### src/rtl/dual_issue_scheduler.sv
// Dual-issue controller: takes one instruction pair per fetch handshake and
// issues it on both lanes, split over two cycles in program order, or after
// load-use bubbles, driving lane enables and freezes for the two datapaths.
module dual_issue_scheduler #(
    parameter int          LOAD_USE_BUBBLES = 1,
    parameter logic [31:0] NOP_INSTR        = 32'h0000_0013,
    parameter int          BCNT_W           = 16
) (
    input  logic              clk,
    input  logic              rst_pin,
    input  logic              fetch_valid,
    input  logic [31:0]       instruction0,
    input  logic [31:0]       instruction1,
    output logic              fetch_ready,
    input  logic              flush,
    input  logic              hold,
    output logic [31:0]       issue_ins0,
    output logic [31:0]       issue_ins1,
    output logic              datapath_1_enable,
    output logic              datapath_2_enable,
    output logic              freeze1,
    output logic              freeze2,
    output logic [BCNT_W-1:0] bubble_count
);

    localparam int   BW    = (LOAD_USE_BUBBLES > 1) ? $clog2(LOAD_USE_BUBBLES) : 1;
    localparam logic MULTI = (LOAD_USE_BUBBLES > 1);

    localparam logic [6:0] OP_LUI   = 7'b0110111, OP_AUIPC = 7'b0010111,
                           OP_JAL   = 7'b1101111, OP_JALR  = 7'b1100111,
                           OP_BR    = 7'b1100011, OP_LOAD  = 7'b0000011,
                           OP_STORE = 7'b0100011, OP_REG   = 7'b0110011;

    typedef enum logic [1:0] {S_PAIR, S_SECOND, S_BUBBLE} state_t;

    state_t      state, state_nxt;
    logic [BW-1:0] bub_cnt, bub_nxt;
    logic        ret_second, ret_nxt;
    logic        pv, last_load_valid;
    logic [4:0]  last_load_rd;
    logic [31:0] p0, p1;
    logic        iss1, iss2, pair_done, load_use, split, active, accept;

    // Destination register, or x0 when the instruction writes nothing.
    function automatic logic [4:0] dest(input logic [31:0] i);
        return (i[6:0] == OP_STORE || i[6:0] == OP_BR) ? 5'd0 : i[11:7];
    endfunction

    // True if instruction i reads register r (x0 never counts).
    function automatic logic reads(input logic [31:0] i, input logic [4:0] r);
        logic u1, u2;
        u1 = !(i[6:0] == OP_LUI || i[6:0] == OP_AUIPC || i[6:0] == OP_JAL);
        u2 = (i[6:0] == OP_REG || i[6:0] == OP_STORE || i[6:0] == OP_BR);
        return (r != 5'd0) && ((u1 && i[19:15] == r) || (u2 && i[24:20] == r));
    endfunction

    function automatic logic is_mem(input logic [31:0] i);
        return i[6:0] == OP_LOAD || i[6:0] == OP_STORE;
    endfunction

    function automatic logic is_ctrl(input logic [31:0] i);
        return i[6:0] == OP_BR || i[6:0] == OP_JAL || i[6:0] == OP_JALR;
    endfunction

    // Hazard detection and the per-cycle issue decision before stall gating.
    always_comb begin
        logic lu0, lu1;
        lu0      = last_load_valid && reads(p0, last_load_rd);
        lu1      = last_load_valid && reads(p1, last_load_rd);
        load_use = pv && ((state == S_PAIR && (lu0 || lu1)) || (state == S_SECOND && lu1));
        split    = reads(p1, dest(p0))
                || (dest(p0) != 5'd0 && dest(p0) == dest(p1))
                || (is_mem(p0) && is_mem(p1))
                || is_ctrl(p0);
        iss1      = 1'b0;
        iss2      = 1'b0;
        pair_done = 1'b0;
        if (pv && !load_use) begin
            if (state == S_PAIR) begin
                iss1      = 1'b1;
                iss2      = !split;
                pair_done = !split;
            end else if (state == S_SECOND) begin
                iss2      = 1'b1;
                pair_done = 1'b1;
            end
        end
        active = !hold && !flush;
        accept = fetch_valid && fetch_ready;
    end

    // Outputs: enables gated by stall/redirect, idle lanes carry NOP.
    always_comb begin
        datapath_1_enable = iss1 && active;
        datapath_2_enable = iss2 && active;
        freeze1           = !datapath_1_enable;
        freeze2           = !datapath_2_enable;
        issue_ins0        = datapath_1_enable ? p0 : NOP_INSTR;
        issue_ins1        = datapath_2_enable ? p1 : NOP_INSTR;
        fetch_ready       = rst_pin && active && (!pv || pair_done);
    end

    // Next-state logic: split sequencing and load-use bubble countdown.
    always_comb begin
        state_nxt = state;
        bub_nxt   = bub_cnt;
        ret_nxt   = ret_second;
        if (flush) begin
            state_nxt = S_PAIR;
            bub_nxt   = '0;
        end else if (!hold) begin
            if (accept) begin
                state_nxt = S_PAIR;
            end else begin
                case (state)
                    S_PAIR, S_SECOND: begin
                        if (load_use) begin
                            if (MULTI) begin
                                state_nxt = S_BUBBLE;
                                bub_nxt   = BW'(LOAD_USE_BUBBLES - 1);
                                ret_nxt   = (state == S_SECOND);
                            end
                        end else if (state == S_PAIR && iss1 && !iss2) begin
                            state_nxt = S_SECOND;
                        end else if (pair_done) begin
                            state_nxt = S_PAIR;
                        end
                    end
                    default: begin
                        bub_nxt = bub_cnt - BW'(1);
                        if (bub_cnt <= BW'(1)) begin
                            state_nxt = ret_second ? S_SECOND : S_PAIR;
                            bub_nxt   = '0;
                        end
                    end
                endcase
            end
        end
    end

    // FSM state register.
    always_ff @(posedge clk or negedge rst_pin) begin
        if (!rst_pin) begin
            state      <= S_PAIR;
            bub_cnt    <= '0;
            ret_second <= 1'b0;
        end else begin
            state      <= state_nxt;
            bub_cnt    <= bub_nxt;
            ret_second <= ret_nxt;
        end
    end

    // Pair buffer, load tracking and bubble statistics.
    always_ff @(posedge clk or negedge rst_pin) begin
        if (!rst_pin) begin
            pv              <= 1'b0;
            p0              <= NOP_INSTR;
            p1              <= NOP_INSTR;
            last_load_valid <= 1'b0;
            last_load_rd    <= 5'd0;
            bubble_count    <= '0;
        end else if (flush) begin
            pv              <= 1'b0;
            last_load_valid <= 1'b0;
        end else if (!hold) begin
            if (accept) begin
                pv <= 1'b1;
                p0 <= instruction0;
                p1 <= instruction1;
            end else if (pair_done) begin
                pv <= 1'b0;
            end
            last_load_valid <= (iss1 && p0[6:0] == OP_LOAD) || (iss2 && p1[6:0] == OP_LOAD);
            if (iss2 && p1[6:0] == OP_LOAD)
                last_load_rd <= p1[11:7];
            else if (iss1 && p0[6:0] == OP_LOAD)
                last_load_rd <= p0[11:7];
            if (pv && !iss1 && !iss2 && bubble_count != '1)
                bubble_count <= bubble_count + BCNT_W'(1);
        end
    end

endmodule

### config.mk
export PLATFORM = sky130hd
export DESIGN_NAME = dual_issue_scheduler
export DESIGN_NICKNAME = d
export VERILOG_FILES = /design/src/rtl/dual_issue_scheduler.sv
export SDC_FILE = /design/constraint.sdc
export NUM_CORES = 1
export LEC_CHECK = 0
export CAP_MARGIN = 20
export CELL_PAD_IN_SITES_DETAIL_PLACEMENT = 1
export CELL_PAD_IN_SITES_GLOBAL_PLACEMENT = 1
export CORE_AREA = 2 2 115 117
export DETAILED_ROUTE_END_ITERATION = 6
export DIE_AREA = 0 0 117 119
export HOLD_SLACK_MARGIN = 0.08
export MAX_ROUTING_LAYER = met4
export PLACE_DENSITY = 0.94
export SYNTH_ARGS = -nofsm -noshare
export SYNTH_HDL_FRONTEND = slang
export SYNTH_SLANG_ARGS = --single-unit
### constraint.sdc
create_clock -name clk -period 5.75 [get_ports clk]
set_input_delay 1.725 -clock clk [delete_from_list [all_inputs] [get_ports clk]]
set_output_delay 1.725 -clock clk [all_outputs]
set_load 0.1 [all_outputs]
## Word-level counts from Yosys, hierarchy flattened

Index checks and enable logic that the tools add are counted.

| operators by class | value |
|---|---|
| add/subtract/negate cells | 2 |
| mux-type cells | 30 |
| bitwise operators | 2 |
| equal/unequal tests | 29 |
| reduce and logical (&&, ||, !) cells | 78 |
| $lt $le $gt $ge | 1 |

Operators by type and width:

| cell | number |
|---|---|
| $mux 32 | 2 |
| $eq 7x6->1 const B | 6 |
| $eq 5x5->1 | 7 |
| $eq 7x7->1 const B | 5 |
| $logic_and 1x1->1 | 30 |
| $logic_or 1x1->1 | 24 |
| $mux 5 | 4 |
| $add 16x1->16 const B | 1 |
| $mux 1 | 16 |
| $mux 2 | 8 |
| $ne 16x16->1 const B | 1 |
| $eq 7x2->1 const B | 2 |
| $eq 7x5->1 const B | 2 |
| $reduce_and 3->1 | 4 |
| $logic_not 1->1 | 11 |
| $reduce_bool 5->1 | 2 |
| $ne 2x2->1 const B | 3 |
| $ne 5x5->1 const B | 1 |
| $ne 4x4->1 const B | 1 |
| $reduce_and 4->1 | 1 |
| $reduce_bool 4->1 | 1 |
| $reduce_bool 3->1 | 1 |
| $eq 2x1->1 const B | 1 |
| $logic_not 2->1 | 1 |
| other kinds (6) | 7 |

| storage, ports and cells | value |
|---|---|
| word-level logic and storage cells | 150 |
| output and inout port bits | 85 |
| bits of input ports | 69 |
| bits in registers | 90 |

## Logic depth before layout (Yosys ltp)

Gate-level depths: netlist of run 1.

| logic depth | value |
|---|---|
| word-level depth | 23 |
| gate-level depth with buffers | 11 |
| gate-level depth less buffers | 10 |

## Worst setup path before layout of run 1

No wires, ideal clock.

| path | value |
|---|---|
| path type | input to output |
| from | input hold |
| to | output issue_ins0[10] |
| data required time | 4.025 ns |
| arrival | 4.783 ns |
| cell stages on the path | 5 |
| path slack | -0.758 ns |
| buffers on the path | 1 |
| cells stage by stage | or3_1 > a211oi_1 > clkbuf_1 > inv_1 > nor2_1 |

| on the way | value |
|---|---|
| word-level cells in the longest chain between the ends | 4 |

Ends and longest elaborated chain:

| item | line | source |
|---|---|---|
| from (decl) | 16 | `input logic hold,` |
| $logic_not 1->1 | -- |  |
| $logic_and 1x1->1 | 88 | `active = !hold && !flush;` |
| $logic_and 1x1->1 | 94 | `datapath_1_enable = iss1 && active;` |
| $mux 32 | 98 | `issue_ins0 = datapath_1_enable ? p0 : NOP_INSTR;` |
| to (decl) | 17 | `output logic [31:0] issue_ins0,` |

Every way passes these cells.

## Final worst setup path of run 1

| path | value |
|---|---|
| from | input hold |
| to | output issue_ins0[18] |

The elaborated chain is that of the path after synthesis.

==> impl_summary.txt, run 1 <==
----------------------------------------------------
[Run status]
  Status ... finished clean

[Setup path]
  Critical path type ... input pin to primary output
  Worst Setup End Kind ... primary output
  Start of the worst register-to-register path ... p1[1]
  Capture point of the worst path ... issue_ins0[18]
  Capture instance of the worst register-to-register path ... p0[6]
  Largest driver fanout on the critical path ... 34
  Req. time, crit path ... ~4.0 ns
  Startpoint class of the critical path ... input pin
  Startpoint of the worst setup timing path ... hold
  Flop2flop setup slack ... between 1.5 and 2 ns
  Signal arrival time at the worst endpoint ... 3.74 ns
  Path depth of the worst reg2reg path ... 9

[Timing]
  Post-route clock period utilization ... between 90% and 100%
  Skew final ... 0.006158 ns
  Hold Vio Cnt, Final ... 0
  Maximum operating frequency ... approximately 180 MHz
  # setup viols final ... 0
  Minimum clock period ... approximately 5.5 ns
  Slew of the pin with the lowest slew margin ... roughly 1 ns
  Worst max-slew margin expressed relative to the limit ... around a third
  Final Slew Violations ... 0
  RSZ-0062 raised after global routing ... false

[CTS]
  Clk slew on worst S/H paths ... 0.06 ns
  CTS Buffer Depth ... 2
  Hold-fix buffers at CTS ... 0
  Number of buffers created by CTS ... 9
  Clock latency on the worst-skew pair ... approximately 0.35 ns
  CTS Sinks ... a little under 90
  Clock Root Buffer ... clkbuf_16
  Resized Gates After CTS ... 0
  Setup Buffers After CTS ... 0
  Maximum level of the CTS H-tree ... 3
  TritonCTS clock tree ... yes

[Routing]
  Routed vias ... 3,987
  First-pass DRT Iterations ... 4
  Final routed wirelength across all metal layers ... around 15,000 um
  Routed length per instance ... slightly above 20 um
  Routed Antenna Nets ... 0
  Remaining DRCs ... 0
  Via density per instance ... between 5 and 6
  Violation count after the first detailed-route iteration ... 283

[Yosys]
  Synth Cell Area ... 4763 um2
  Proportion of synthesized chip area in sequential cells ... 46.39%
  Net Count, Synth ... about 500
  Yosys reg bits ... between 80 and 90
  Predominant post-synthesis flop cell ... dfrtp_1
  EDFF count, synth ... 0
  Average footprint of a synthesized cell ... 11.05 um2
  Synthesis Warnings ... 0
  FFs w/ async S/R, synth ... between 90% and 100%
  Cell count after synthesis ... 431
  Count of distinct cell types in the synthesized netlist ... 58

[Final layout]
  # nets final ... around 650
  ANT cells ... 0
  Fill cells ... approximately 1,300
  Highest-count cells in the layout ignoring fill and taps ... 83 x clkdlybuf4s50_1, 82 x dfrtp_1, 67 x buf_12, 46 x and2_1, 38 x mux2_1
  Most common cell after layout, fill and taps aside ... clkdlybuf4s50_1
  Total area of sequential cells ... 2210 um2
  Post-Layout Cell Count ... 759
  Area overhead of the layout relative to synthesis ... 56.66%
  Footprint of the multi-input gates ... ~2500 um2
  Share of layout cells above drive strength 1 ... 26.07%

[Place]
  Placed Cells incl. Taps ... 743
  Port buffer count ... approximately 150
  Total half-perimeter wirelength after legalization and detailed placement ... approximately 12,000 um
  Final estimated routing congestion in global placement ... 0.8964

[Flow run]
  Number of max-cap violations ... 0

[Global routing]
  First-pass GRT wire length ... between 20,000 and 30,000 um
  Number of antenna violations at the first check in global routing ... 0
  Overall fraction of global-route tracks in use ... 24.33%
  Vias in the first global route ... between 4,000 and 5,000
  Maximum number of pins on one net before global-route repair ... 49
  Total gr overflow ... 0

[Floorplanning]
  Placement Rows ... 42
  Count of boundary I/O pins ... between 150 and 200
  Vert. Die Dim ... about 120 um
  Total Die Area ... about 14,000 um2
  Core Area ... 12,870 um2
  Initial core utilization ... 37.00%
  Die W ... 117 um

[Hold path]
  Hold Path Depth ... 1
  Worst min-delay path category ... register to register

[Power and ir drop]
  Pwr per Cell Area ... approximately 270 nW/um2
  Leakage power figure ... between 3 and 4 nW
  Worst-case vdd ir drop ... around 0.14 mV
  Overall power of the completed layout ... 0.002002 W

----------------------------------------------------
sequential cells by signal, summed over array words and instances (netlist names):
name and flops:
p0 32, pv 1, last_load_valid 1, state 1
bubble_count 16, last_load_rd 5, p1 32
how the worst min path moves through the flow:
| stage | slack, ns | to | startpoint |
|---|---|---|---|
| after detailed placement | 0.48 | p0[27] | p0[27] |
| after global routing | 0.51 | p0[30] | p0[30] |
| after CTS | 0.50 | p0[27] | p0[27] |
| final | 0.49 | bubble_count[15] | bubble_count[15] |
| after floorplan | 0.46 | p0[12] | p0[12] |
| after global placement | 0.47 | p0[14] | p0[14] |
synthesized netlist by cell type, types with 8 or more instances:
cell type / instances / area [um2]
inv_1: 9 / 33.78
nand3_1: 10 / 50.05
nor3_1: 8 / 40.04
mux2_1: 38 / 427.9
nand4_1: 13 / 81.33
xnor2_1: 21 / 183.9
clkbuf_1: 13 / 48.80
dfrtp_1: 82 / 2052
xor2_1: 19 / 166.4
nor2_1: 26 / 97.59
mux2_2: 28 / 315.3
nand2_1: 15 / 56.30
and2_1: 55 / 344.1
cells by family (layout without fill, tap and decap cells):
logic type               count (synthesis)  count (layout)  share of synthesized area [%]
adder cells (fa/ha/maj)                  1               1                         0.2626
multiplexers                            66              66                          15.60
AO/OA/AOI/OAI                           42              42                          7.092
buffers and inverters                   32             184                          3.415
flip-flops                              88              88                          46.39
AND/OR/NAND/NOR                        162             162                          19.88
XOR/XNOR                                40              40                          7.355
layout make-up:
| cell class | instances | share of cell area, % |
|---|---|---|
| Timing Repair Buffer | 158 | 29.91 |
| Multi-Input combinational cell | 311 | 32.91 |
| Sequential cell | 88 | 29.61 |
| Tap cell | 176 | 2.951 |
| Inverter | 10 | 0.5533 |
| Clock buffer | 9 | 3.018 |
| Clock inverter | 7 | 1.040 |
power by group:
group          switching (W)  internal (W)  total, W
clock network       0.000264      0.000342  0.000605
registers           0.000167      0.000742  0.000909
logic               0.000245      0.000243  0.000488
critical path, cell delays in order:
cell	delay, ns
clkdlybuf4s50_1	0.49
or3_1	0.43
a211oi_4	0.29
buf_4	0.35
and2_1	0.25
buf_12	0.19
stage by stage:
step / setup TNS (ns) / worst slack [ns] / util [%] / hold WS (ns) / instance area, um2
finish: 0 / 0.2810 / 57.96 / 0.4939 / 7462
global route: 0 / 0.2026 / 57.96 / 0.5129 / 7462
CTS: 0 / 0.2672 / 57.96 / 0.4974 / 7462
detailed placement: 0 / 0.2567 / 55.61 / 0.4822 / 7159
global placement: 0 / 0.3810 / 55.61 / 0.4656 / 7159
floorplan: -0.2699 / -0.08996 / - / 0.4556 / 4817
per-layer routing:
layer  up-vias  track usage (%)  part of all wire [%]
li1       1808                -                     -
met1      2010            29.17                    40
met2       146            41.44                    54
met3        23            4.987                   4.8
met4         0            6.618                   2.0
met5         -                -                     0
Note: power is estimated with default switching activity, not from simulation.
==> run 2, diff against run 1 <==
- CTS_CLUSTER_DIAMETER: default -> 30
- RECOVER_POWER: default -> 50
==> impl_summary.txt, run 2 (synthesis gave the netlist of run 1 again) <==
----------------------------------------------------
[Final layout]
  Fill cells ... ~1,300
  Most common cell after layout, fill and taps aside ... dfrtp_1
  ANT cells ... 0
  Share of layout cells above drive strength 1 ... 25.39%
  Area overhead of the layout relative to synthesis ... 56.08%
  Highest-count cells in the layout ignoring fill and taps ... 82 x dfrtp_1, 81 x clkdlybuf4s50_1, 67 x buf_12, 46 x and2_1, 38 x mux2_1
  Biggest registers after layout ... p0: 32 flops, p1: 32 flops, bubble_count: 16 flops
  Post-Layout Cell Count ... around 760
  # nets final ... about 650

[Flow run]
  Number of max-cap violations ... 2

[Timing]
  Final Slew Violations ... 73
  Slew of the pin with the lowest slew margin ... 2.295 ns
  Skew final ... about 0.0060 ns
  Worst max-slew margin expressed relative to the limit ... -53.00%
  Hold Vio Cnt, Final ... 0
  RSZ-0062 raised after global routing ... false
  Minimum clock period ... 5.464 ns
  Maximum operating frequency ... about 180 MHz
  Final total negative setup slack ... 0 ns
  Post-route clock period utilization ... between 90% and 100%
  # setup viols final ... 0

[Floorplanning]
  Placement Rows ... 42
  Initial core utilization ... 37.00%
  Total Die Area ... approximately 14,000 um2
  Die W ... 117 um
  Core Area ... between 10,000 and 15,000 um2
  Count of boundary I/O pins ... between 150 and 200
  Vert. Die Dim ... between 100 and 150 um

[Setup path]
  Signal arrival time at the worst endpoint ... roughly 3.7 ns
  Worst Setup End Kind ... primary output
  Startpoint class of the critical path ... input pin
  Count of buffer and inverter cells on the critical path ... 3
  Top Family by Delay on Critical Path ... buffers and inverters
  Crit path cell chain ... clkdlybuf4s50_1 > or3_1 > a211oi_4 > buf_4 > and2_1 > buf_12
  Cell with the biggest individual delay on the critical path ... clkdlybuf4s50_1
  Largest driver fanout on the critical path ... 34
  Critical path type ... input pin to primary output
  Req. time, crit path ... between 4 and 5 ns
  Largest stage delay on the critical path ... roughly 0.49 ns

[Routing]
  Routed Antenna Nets ... 0
  Violation count after the first detailed-route iteration ... roughly 300
  Routed vias ... roughly 4,000
  Met1 Wirelength ... 6219 um
  Final routed wirelength across all metal layers ... roughly 16,000 um
  Via density per instance ... 5.258
  Detailed-routed wire length on met2 ... about 8400 um
  Routed length per instance ... ~21 um
  First-pass DRT Iterations ... 4
  Remaining DRCs ... 0
  Routed wire length on met3 ... around 620 um
  Highest metal layer with signal wires ... met4

[Global routing]
  Overall fraction of global-route tracks in use ... around 24%
  Total gr overflow ... 0
  Vias in the first global route ... 4,459
  First-pass GRT wire length ... approximately 25,000 um
  Maximum number of pins on one net before global-route repair ... 49
  Number of antenna violations at the first check in global routing ... 0

[CTS]
  Clock latency on the worst-skew pair ... ~0.35 ns
  Number of buffers created by CTS ... 9
  CTS Sinks ... between 80 and 90
  TritonCTS clock tree ... yes
  Setup Buffers After CTS ... 0
  Clock Root Buffer ... clkbuf_16
  Hold-fix buffers at CTS ... 0
  Resized Gates After CTS ... 0
  Clk slew on worst S/H paths ... around 0.06 ns
  CTS Buffer Depth ... 2
  Maximum level of the CTS H-tree ... 3

[Power and ir drop]
  Switch Pwr ... 0.0006781 W
  Leakage power figure ... around 3.1 nW
  Internal power contribution ... 0.001326 W
  Relative contribution of combinational cells to total power ... approximately a quarter
  Clk pwr share ... roughly 30%
  Overall power of the completed layout ... 0.002004 W
  Sw frac ... around 34%
  Portion of total power attributed to sequential cells ... 45.4%
  Worst-case vdd ir drop ... 0.1424 mV
  Pwr per Cell Area ... between 200 and 300 nW/um2

[Place]
  Port buffer count ... ~150
  Final estimated routing congestion in global placement ... 0.8964
  Placed Cells incl. Taps ... ~740
  Total half-perimeter wirelength after legalization and detailed placement ... about 12,000 um

[Run status]
  Status ... finished with violations
  Violated checks ... max-capacitance violations, max-slew violations

[Hold path]
  Worst min-delay path category ... register to register

----------------------------------------------------
-- run 2: cell count changes in the layout (fill, tap and decap cells not counted), sizes merged --
cell / before / now
dlygate4sd3: 0 / 2
clkbuf: 9 / 12
clkdlybuf4s50: 83 / 81
buf: 75 / 72
-- run 2: power by group through the flow --
stage / registers, W / logic [W] / clock network (W)
5_1_grt: 0.000928 / 0.000526 / 0.000647
3_3_place_gp: 0.000900 / 0.000456 / 0
3_5_place_dp: 0.000915 / 0.000487 / 0
4_1_cts: 0.000906 / 0.000493 / 0.000621
2_1_floorplan: 0.000832 / 0.000349 / 0
6_report: 0.000909 / 0.000487 / 0.000608
-- run 2: stage by stage --
step	hold slack, ns	util (%)	area, um2	setup slack (ns)
2_1_floorplan	0.4556	-	4817	-0.08996
3_3_place_gp	0.4656	55.61	7159	0.3810
3_5_place_dp	0.4822	55.61	7159	0.2567
4_1_cts	0.4974	57.96	7462	0.2672
5_1_grt	0.5129	57.75	7435	0.2026
6_report	0.4890	57.75	7435	0.2859
-- run 2: final timing paths --
path,to,startpoint,depth (start not counted),slack (ns)
min in group asynchronous,p0[3],rst_pin,2,1.70
worst max-delay path,issue_ins0[18],hold,6,0.29
worst min register to register,bubble_count[15],bubble_count[15],1,0.49
worst min-delay path,bubble_count[15],bubble_count[15],1,0.49
max in group asynchronous,bubble_count[2],rst_pin,3,1.48
worst max register to register,p0[6],p1[0],9,1.25
-- run 2: metal layers --
layer / vias to the layer above / track usage [%]
li1: 1809 / -
met1: 2016 / 29.17
met2: 138 / 41.44
met3: 28 / 4.987
met4: 0 / 6.618
met5: - / -
-- run 2: layout make-up --
cell class | instances | area [um2] | share of cell area [%]
multi-input combinational | 311 | 2440 | 32.82
timing repair buffer | 158 | 2221 | 29.87
sequential | 88 | 2210 | 29.72
clock buffer | 9 | 225.2 | 3.029
tap | 176 | 220.2 | 2.962
clock inverter | 7 | 77.57 | 1.043
inverter | 10 | 41.29 | 0.5554
